**config.mk**
```make
export PLATFORM = sky130hd
export DESIGN_NAME = mul_arbiter_flat
export DESIGN_NICKNAME = d
export VERILOG_FILES = /design/src/rtl/mul_arbiter_if.sv /design/src/rtl/mul_arbiter.sv /design/src/flat_wrapper.sv
export SDC_FILE = /design/constraint.sdc
export NUM_CORES = 1
export LEC_CHECK = 0
export CAP_MARGIN = 20
export CORE_MARGIN = 5
export CORE_UTILIZATION = 40
export CTS_CLUSTER_SIZE = 20
export DETAILED_ROUTE_END_ITERATION = 8
export PLACE_DENSITY = 0.71
export SYNTH_ARGS = -nofsm -noshare
export SYNTH_HDL_FRONTEND = slang
export SYNTH_HIERARCHICAL = 1
export SYNTH_SLANG_ARGS = --single-unit
```
**constraint.sdc**
```tcl
create_clock -name clk -period 6.2 [get_ports clk]
set_input_delay 0.93 -clock clk [delete_from_list [all_inputs] [get_ports clk]]
set_output_delay 0.93 -clock clk [all_outputs]
set_load 0.01 [all_outputs]
```
**src/rtl/mul_arbiter_if.sv**
```systemverilog
// Client/multiplier-side bundle of the shared 4x4 multiplier arbiter.
// master = clients plus seq_mul, slave = the arbiter.
interface mul_arbiter_if #(
  parameter int N_REQ = 4
);
  logic [N_REQ-1:0]   req;
  logic [4*N_REQ-1:0] a_in;
  logic [4*N_REQ-1:0] b_in;
  logic [N_REQ-1:0]   gnt;
  logic [N_REQ-1:0]   done;
  logic [7:0]         result;
  logic               busy;
  logic               mul_start;
  logic [3:0]         mul_a;
  logic [3:0]         mul_b;
  logic [7:0]         mul_op;

  modport master (
    output req, a_in, b_in, mul_op,
    input  gnt, done, result, busy, mul_start, mul_a, mul_b
  );

  modport slave (
    input  req, a_in, b_in, mul_op,
    output gnt, done, result, busy, mul_start, mul_a, mul_b
  );
endinterface

```
**src/rtl/mul_arbiter.sv**
```systemverilog
// Round-robin arbiter/sequencer sharing one sequential 4x4 multiplier among
// N_REQ clients: grant, pulse start, wait MUL_LAT edges, capture, pulse done.
module mul_arbiter_lane (
  input  logic       clk,
  input  logic       rst_n,
  input  logic       win,
  input  logic       take,
  input  logic       fin,
  input  logic       clr,
  input  logic [3:0] a,
  input  logic [3:0] b,
  output logic [3:0] a_sel,
  output logic [3:0] b_sel,
  output logic       gnt,
  output logic       done
);
  // Non-winning lanes contribute zero so the operand mux is a plain OR.
  assign a_sel = win ? a : 4'd0;
  assign b_sel = win ? b : 4'd0;

  always_ff @(posedge clk or negedge rst_n) begin
    if (!rst_n) begin
      gnt  <= 1'b0;
      done <= 1'b0;
    end else if (clr) begin
      gnt  <= 1'b0;
      done <= 1'b0;
    end else begin
      if (take && win) gnt  <= 1'b1;
      if (fin && gnt)  done <= 1'b1;
    end
  end
endmodule

module mul_arbiter #(
  parameter int N_REQ   = 4,
  parameter int MUL_LAT = 4
) (
  input  logic         clk,
  input  logic         rst_n,
  mul_arbiter_if.slave bus
);
  localparam int IW = (N_REQ > 1) ? $clog2(N_REQ) : 1;

  typedef enum logic [1:0] {IDLE, START, WAIT, DONE} state_t;

  state_t                  state;
  logic [IW-1:0]           ptr, idx, win_idx;
  logic [3:0]              cnt;
  logic [N_REQ-1:0]        win_oh, gnt_v, done_v;
  logic [N_REQ-1:0][3:0]   a_sel, b_sel;
  logic [3:0]              a_pick, b_pick;
  logic                    any_req, take, fin, clr;

  // First requester found scanning ptr+1, ptr+2, ... modulo N_REQ.
  always_comb begin : rr_search
    logic [IW:0] sum;
    logic        found;
    win_oh  = '0;
    win_idx = '0;
    found   = 1'b0;
    sum     = '0;
    for (int s = 1; s <= N_REQ; s++) begin
      sum = {1'b0, ptr} + (IW+1)'(s);
      if (sum >= (IW+1)'(N_REQ)) sum = sum - (IW+1)'(N_REQ);
      if (!found && bus.req[sum[IW-1:0]]) begin
        found                = 1'b1;
        win_idx              = sum[IW-1:0];
        win_oh[sum[IW-1:0]]  = 1'b1;
      end
    end
  end

  assign any_req = |bus.req;
  assign take    = (state == IDLE) && any_req;
  assign fin     = (state == WAIT) && (cnt == 4'd0);
  assign clr     = (state == DONE);

  genvar g;
  generate
    for (g = 0; g < N_REQ; g++) begin : g_lane
      mul_arbiter_lane u_lane (
        .clk   (clk),
        .rst_n (rst_n),
        .win   (win_oh[g]),
        .take  (take),
        .fin   (fin),
        .clr   (clr),
        .a     (bus.a_in[4*g +: 4]),
        .b     (bus.b_in[4*g +: 4]),
        .a_sel (a_sel[g]),
        .b_sel (b_sel[g]),
        .gnt   (gnt_v[g]),
        .done  (done_v[g])
      );
    end
  endgenerate

  always_comb begin
    a_pick = '0;
    b_pick = '0;
    for (int i = 0; i < N_REQ; i++) begin
      a_pick = a_pick | a_sel[i];
      b_pick = b_pick | b_sel[i];
    end
  end

  assign bus.gnt  = gnt_v;
  assign bus.done = done_v;

  // mul_a/mul_b double as the operand latch: loaded at grant, shown only in START.
  always_ff @(posedge clk or negedge rst_n) begin
    if (!rst_n) begin
      state         <= IDLE;
      ptr           <= IW'(N_REQ-1);
      idx           <= '0;
      cnt           <= '0;
      bus.result    <= '0;
      bus.busy      <= 1'b0;
      bus.mul_start <= 1'b0;
      bus.mul_a     <= '0;
      bus.mul_b     <= '0;
    end else begin
      case (state)
        IDLE: if (any_req) begin
          idx           <= win_idx;
          bus.mul_a     <= a_pick;
          bus.mul_b     <= b_pick;
          bus.mul_start <= 1'b1;
          bus.busy      <= 1'b1;
          state         <= START;
        end
        START: begin
          bus.mul_start <= 1'b0;
          bus.mul_a     <= '0;
          bus.mul_b     <= '0;
          cnt           <= 4'(MUL_LAT-1);
          state         <= WAIT;
        end
        WAIT: begin
          if (cnt == 4'd0) begin
            bus.result <= bus.mul_op;
            state      <= DONE;
          end else begin
            cnt <= cnt - 4'd1;
          end
        end
        DONE: begin
          ptr      <= idx;
          bus.busy <= 1'b0;
          state    <= IDLE;
        end
        default: state <= IDLE;
      endcase
    end
  end
endmodule
```
**src/flat_wrapper.sv**
```systemverilog
// flat-port wrapper written by rule: the top's interface ports become plain ports
module mul_arbiter_flat 
#(
  parameter int N_REQ   = 4,
  parameter int MUL_LAT = 4
)
  (clk, rst_n, bus_req, bus_a_in, bus_b_in, bus_mul_op, bus_gnt, bus_done, bus_result, bus_busy, bus_mul_start, bus_mul_a, bus_mul_b);
  mul_arbiter_if #(.N_REQ(N_REQ)) bus_i ();
  input  logic clk;
  input  logic rst_n;
  input wire logic [$bits(bus_i.req)-1:0] bus_req;
  input wire logic [$bits(bus_i.a_in)-1:0] bus_a_in;
  input wire logic [$bits(bus_i.b_in)-1:0] bus_b_in;
  input wire logic [$bits(bus_i.mul_op)-1:0] bus_mul_op;
  output wire logic [$bits(bus_i.gnt)-1:0] bus_gnt;
  output wire logic [$bits(bus_i.done)-1:0] bus_done;
  output wire logic [$bits(bus_i.result)-1:0] bus_result;
  output wire logic [$bits(bus_i.busy)-1:0] bus_busy;
  output wire logic [$bits(bus_i.mul_start)-1:0] bus_mul_start;
  output wire logic [$bits(bus_i.mul_a)-1:0] bus_mul_a;
  output wire logic [$bits(bus_i.mul_b)-1:0] bus_mul_b;
  assign bus_i.req = bus_req;
  assign bus_i.a_in = bus_a_in;
  assign bus_i.b_in = bus_b_in;
  assign bus_i.mul_op = bus_mul_op;
  assign bus_gnt = bus_i.gnt;
  assign bus_done = bus_i.done;
  assign bus_result = bus_i.result;
  assign bus_busy = bus_i.busy;
  assign bus_mul_start = bus_i.mul_start;
  assign bus_mul_a = bus_i.mul_a;
  assign bus_mul_b = bus_i.mul_b;
  mul_arbiter #(.N_REQ(N_REQ), .MUL_LAT(MUL_LAT)) u_core (.clk(clk), .rst_n(rst_n), .bus(bus_i));
endmodule
```
* Yosys cells after proc, flatten, opt, wreduce, memory -nomap -nowiden
Cells that the tools add are included.
** Word-level totals
- Flip-flop bits (word level) :: 36
- Input port bits :: 46
- Word-level logic and storage cells :: 160
** Operators by class
- Add/sub/neg operators :: 9
- Order comparisons :: 12
- Eq/ne operators :: 6
- Multiplexer cells :: 67
- Bitwise operators :: 9
- Reduce and logical (&&, ||, !) cells :: 40
** Operator list (count)
- 4-bit 2-to-1 mux :: 15
- 4-bit bitwise OR :: 9
- 1-bit 2-to-1 mux :: 28
- 4-bit one-hot mux with 2 select lines :: 3
- 2-bit nonzero test :: 11
- 2-bit 2-to-1 mux :: 10
- 1-bit logical AND :: 17
- 3-bit greater-or-equal comparator, second input constant :: 4
- 2-bit by 3-bit less-than comparator with 1-bit output, second input constant :: 4
- 2-bit AND reduction :: 6
- 1-bit binary-select mux with 2-bit select :: 4
- 1-bit demux with 2-bit select :: 4
- 2-bit by 1-bit greater-or-equal comparator with 1-bit output, second input constant :: 4
- 2-bit one-hot mux with 4 select lines :: 1
- 2-bit by 1-bit subtractor with 2-bit output, second input constant :: 4
- 2-bit by 2-bit adder with 3-bit output, second input constant :: 2
- 2-bit equality test, second input constant :: 2
- 4-bit logical NOT :: 1
- 2-bit inequality test, second input constant :: 2
- 1-bit one-hot mux with 2 select lines :: 2
- 4-bit OR reduction :: 1
- 4-bit by 1-bit subtractor with 4-bit output, second input constant :: 1
- 2-bit by 1-bit adder with 3-bit output, second input constant :: 1
- 2-bit by 3-bit adder with 3-bit output, second input constant :: 1
- 4 further kinds :: 6

* Logic depth before layout (Yosys ltp)
- Word-level depth :: 21
- Depth in mapped cells :: 10
- Mapped depth without buffers :: 9

* Hierarchy
Netlist, hierarchy kept.
** By module, submodules not included
- mul_arbiter :: times used 1, cells an instance 155, area each 1677.9 sq um, sequential area each 703.2 sq um
- mul_arbiter_lane :: times used 4, cells an instance 14, area each 123.9 sq um, sequential area each 50.0 sq um

* Least setup slack after synthesis
No wires, ideal clock.
- Path kind :: register -> register
- Start :: register u_core.ptr[0]
- End :: register u_core.bus.mul_a[0]
- Library setup time :: 127 ps
- Data arrival time :: 2736 ps
- Slack :: 3337 ps
- Cell stages (with the launch flop) :: 10
- Path through :: dfstp_2 clkbuf_2 inv_1 ha_1 mux4_2 a22o_2 a221o_1 and2_1 nor4_1 o2bb2ai_1
** RTL lines
- from (decl) :: line mul_arbiter.sv:48 : logic [IW-1:0] ptr, idx, win_idx;
- from (signal assigned) :: line mul_arbiter.sv:115 : ptr <= IW'(N_REQ-1);
- from (signal assigned) :: line mul_arbiter.sv:149 : ptr <= idx;
- to (signal assigned) :: line mul_arbiter.sv:127 : bus.mul_a <= a_pick;
- to (decl) :: line mul_arbiter_if.sv:25 : output gnt, done, result, busy, mul_start, mul_a, mul_b

==> impl_metrics.yaml <==
floorplan:
  die_area_um2: 7010
  num_rows: 26
  chipWidth_um: 83.7
  floorplan.initialDensity_pct: 41.8
  coreArea_um2: 5200
  top_level_ports: 72
  dieHeight_um: 83.7
logic_synthesis:
  xor_xnor_cell_area_share_of_the_yosys_netlist_pct: 0
  synth_compound_gate_area_share_pct: 17.5
  synth_cells: 211
  synthMostInstantiatedCell: "sky130_fd_sc_hd__dfrtp_1"
  synth_enable_flop_cells: 0
  ys_types: 43
  synth_nets: 271
  synthDominantAreaCellType: "sky130_fd_sc_hd__dfrtp_1"
  total_of_warnings_raised_by_yosys: 6
  synth.yosys.seq_area_share_pct: 41.6
  synthTopCellsByCount: "34 x sky130_fd_sc_hd__dfrtp_1, 33 x sky130_fd_sc_hd__and2_1, 14 x sky130_fd_sc_hd__ha_1"
  synth-seq-cells: 36
  synth_area_um2: 2170
  yosys-top-cells-area: "sky130_fd_sc_hd__dfrtp_1 39%, sky130_fd_sc_hd__and2_1 9.5%, sky130_fd_sc_hd__ha_1 8.1%, sky130_fd_sc_hd__mux2_2 4.1%, sky130_fd_sc_hd__o2bb2ai_1 3.6%"
  synth_fa_ha_area_share_pct: 8.06
  synth_top_area_share_pct: 39.1
  synth-simple-area-share_pct: 21.6
  ys_async_sr_fraction_pct: 100
  synth_ff_type: "sky130_fd_sc_hd__dfrtp_1"
  synth.avg_cell_area_um2: 10.3
  synthMuxAreaShare_pct: 7.60
  main_combinational_cell_family_by_area_after_synthesis: "simple AND/OR/NAND/NOR gates"
power:
  total_internal_power_uw: 817
  power.leakage_uw: 0.00127
  vdd.ir_drop.worst_mv: 0.274
  total_switching_power_uw: 543
  clock_power_share_pct: 12.9
  power_density_nw_per_um2: 450
  p_seq_share_pct: 30.7
  power_switching_share_pct: 39.9
  power.total_uw: 1360
  logic_gate_share_of_total_power_pct: 56.4
worst_hold_path:
  hold_path_class: "reg -> reg"
  hold_start: "u_core/idx[1]"
  hold_end: "u_core/ptr[1]"
  hold-path-cell-count: 2
routing:
  routedWlPerCell_um: 14.8
  via_per_inst: 5.08
  drt-pass1-iter-count: 4
  drt_iter0_markers: 52
  drc_errors: 0
  route.vias.total: 1789
  remaining_antenna_violation_count_after_routing: 0
  routed_wl_um: 5200
outcome:
  status: "completed"
sta:
  tightest_slew_ns: 0.914
  report.final.setup_viol: 0
  min_period_over_period_pct: 52.2
  final_max_slew_viol_count: 0
  finClkSkew_ns: 0.00593
  worst_slew_margin_rel_pct: 39.0
  rsz0062_at_grt: "no"
  fin_crit_ns: 3.24
  finalHoldViolations: 0
  timing.setup.tns_ns: 0
  timing.fmax_mhz: 309
final_layout:
  antenna_diode_count: 0
  fillerInstances: 482
  drive_gt1_share_pct: 12.8
  area_growth_syn_to_layout_pct: 39.0
  fin_nets: 341
  layout.cells.non_filler: 352
clock_network:
  ctsRootBufferMaster: "sky130_fd_sc_hd__clkbuf_8"
  post_cts_resize_count: 0
  cts_num_sinks: 36
  clock_tree.buffer_depth: 2
  htree_levels: 2
  tritoncts: "done"
  cts-hold-fix-buffers: 0
  numCtsBuffers: 5
  cts.clk_slew.worst_paths_ns: 0.07
  cts_setup_buffers: 0
  insertion_delay_ns: 0.29
setup_path:
  cp_top_family: "compound AO/OA/AOI/OAI gates"
  reg2reg_setup_slack_ns: 3.07
  reg2regPathDepth: 8
  end_kind: "register"
  worst_r2r_endpoint: "u_core/bus.mul_a[1]"
  worstPathArrival_ns: 3.40
  critical_path.startpoint: "bus_req[1]"
  timing.setup.critical_path_class: "in -> reg"
  crit_buf_inv: 1
  cpPeakStageDelay_ns: 0.56
  cp_slowest_cell: "sky130_fd_sc_hd__clkdlybuf4s50_1"
  required_ns: 6.37
  cp_max_fo: 11
  worst_r2r_startpoint: "u_core/ptr[0]"
  cp_cell_sequence: "clkdlybuf4s50_1 -> mux4_2 -> nor2b_4 -> a22o_2 -> a221o_1 -> and2_1 -> nor4_1 -> o2bb2ai_1"
  crit_path_start_kind: "primary input"
grt:
  global_route.usage.total_pct: 15.3
  grtUsageMet1_pct: 20.9
  grt.overflow.total: 0
  number_of_global_route_vias_before_repair: 1781
  largest_net_degree_at_the_start_of_global_routing: 37
  use_met3_pct: 3.85
  grt_antenna_before_repair: 0
  globalRouteMet2Util_pct: 23.5
  busiest_layer: "met2"
  grt_first_pass_wirelength_um: 8770
placement:
  post-place-cells: 344
  hpwlAfterDp_um: 3850
  gpl.final_weighted_congestion: 0.771
  portbufs: 71
flow_run:
  maximum_capacitance_violations: 0
==> registers in the layout, indices dropped and copies added, names as in the netlist <==
| register | cells |
|---|---|
| u_core/g_lane.u_lane/done | 4 |
| u_core/cnt | 4 |
| u_core/bus.mul_b | 4 |
| u_core/ptr | 2 |
| u_core/bus.mul_a | 4 |
| u_core/bus.result | 8 |
| u_core/state | 2 |
| u_core/idx | 2 |
| u_core/bus.busy | 1 |
| u_core/g_lane.u_lane/gnt | 4 |
| u_core/bus.mul_start | 1 |
==> layer usage <==
metal / vias up / part of all wire, %
li1: 903 / -
met1: 828 / 48
met2: 50 / 45
met3: 8 / 5.2
met4: 0 / 1.6
met5: - / 0
==> worst reg2reg max path, cell delays in order (launching register included) <==
cell and delay, ns:
sky130_fd_sc_hd__dfstp_2 0.76, sky130_fd_sc_hd__inv_1 0.18, sky130_fd_sc_hd__ha_1 0.39, sky130_fd_sc_hd__mux4_2 0.40
sky130_fd_sc_hd__a22o_2 0.28, sky130_fd_sc_hd__a221o_1 0.39, sky130_fd_sc_hd__and2_1 0.19, sky130_fd_sc_hd__nor4_1 0.31
sky130_fd_sc_hd__o2bb2ai_1 0.12
==> placed cells by master (no fill, tap or decap), drive strengths merged, types with 2 or more instances in the layout <==
cell type      synthesis  layout
clkbuf                 2       8
nand2                  9       9
nor3b                  3       3
nor4                   9       9
nand2b                 2       2
clkdlybuf4s50          0      70
nor2b                  2       2
and3b                  2       2
and2                  33      33
mux2i                  3       3
dfrtp                 34      34
nor2                  14      14
a221o                  4       4
dfstp                  2       2
o2bb2ai                9       9
inv                    9       9
mux4                   2       2
a21oi                 12      12
mux2                   8       8
ha                    14      14
o211ai                 2       2
o21ai                 13      13
a22o                   4       4
==> worst max path at each step <==
stage	endpoint	slack [ns]	depth (start not counted)
global route	u_core/bus.mul_a[0]	2.79	8
finish	u_core/bus.mul_a[1]	2.96	8
global placement	u_core/bus.mul_b[0]	2.68	8
detailed placement	u_core/bus.mul_b[0]	2.66	8
floorplan	u_core/bus.mul_a[0]	3.34	9
CTS	u_core/bus.mul_b[0]	2.97	8
==> final cells by class <==
cell class,count,area (um^2),share of cell area [%]
Clock buffer,7,86.3,2.86
Clock inverter,1,7.51,0.249
Inverter,9,33.8,1.12
Multi-Input combinational cell,158,1200,39.6
Sequential cell,36,903,29.9
Tap cell,70,87.6,2.90
Timing Repair Buffer,71,706,23.4
==> cell families (layout without fill, tap and decap cells) <==
family / count (synthesis) / after routing
flops: 36 / 36
fa+ha+maj: 14 / 14
compound gates: 51 / 51
mux: 13 / 13
simple gates: 80 / 80
buf+inv: 17 / 88
==> metrics by stage <==
step / hold WS (ns) / setup slack (ns) / util [%] / area (um^2)
floorplan: 0.450 / 3.34 / - / 2170
global placement: 0.476 / 2.68 / 56.2 / 2930
detailed placement: 0.476 / 2.66 / 56.2 / 2930
CTS: 0.496 / 2.97 / 58.0 / 3020
global route: 0.513 / 2.79 / 58.0 / 3020
finish: 0.488 / 2.96 / 58.0 / 3020
==> power by group through the flow <==
stage | Combinational (uW) | Clock (uW) | Sequential [uW]
3_3_place_gp | 771 | 0 | 421
2_1_floorplan | 477 | 0 | 434
5_1_grt | 851 | 192 | 433
6_report | 768 | 175 | 417
4_1_cts | 778 | 181 | 419
3_5_place_dp | 776 | 0 | 423
Note: power is estimated with default switching activity, not from simulation.
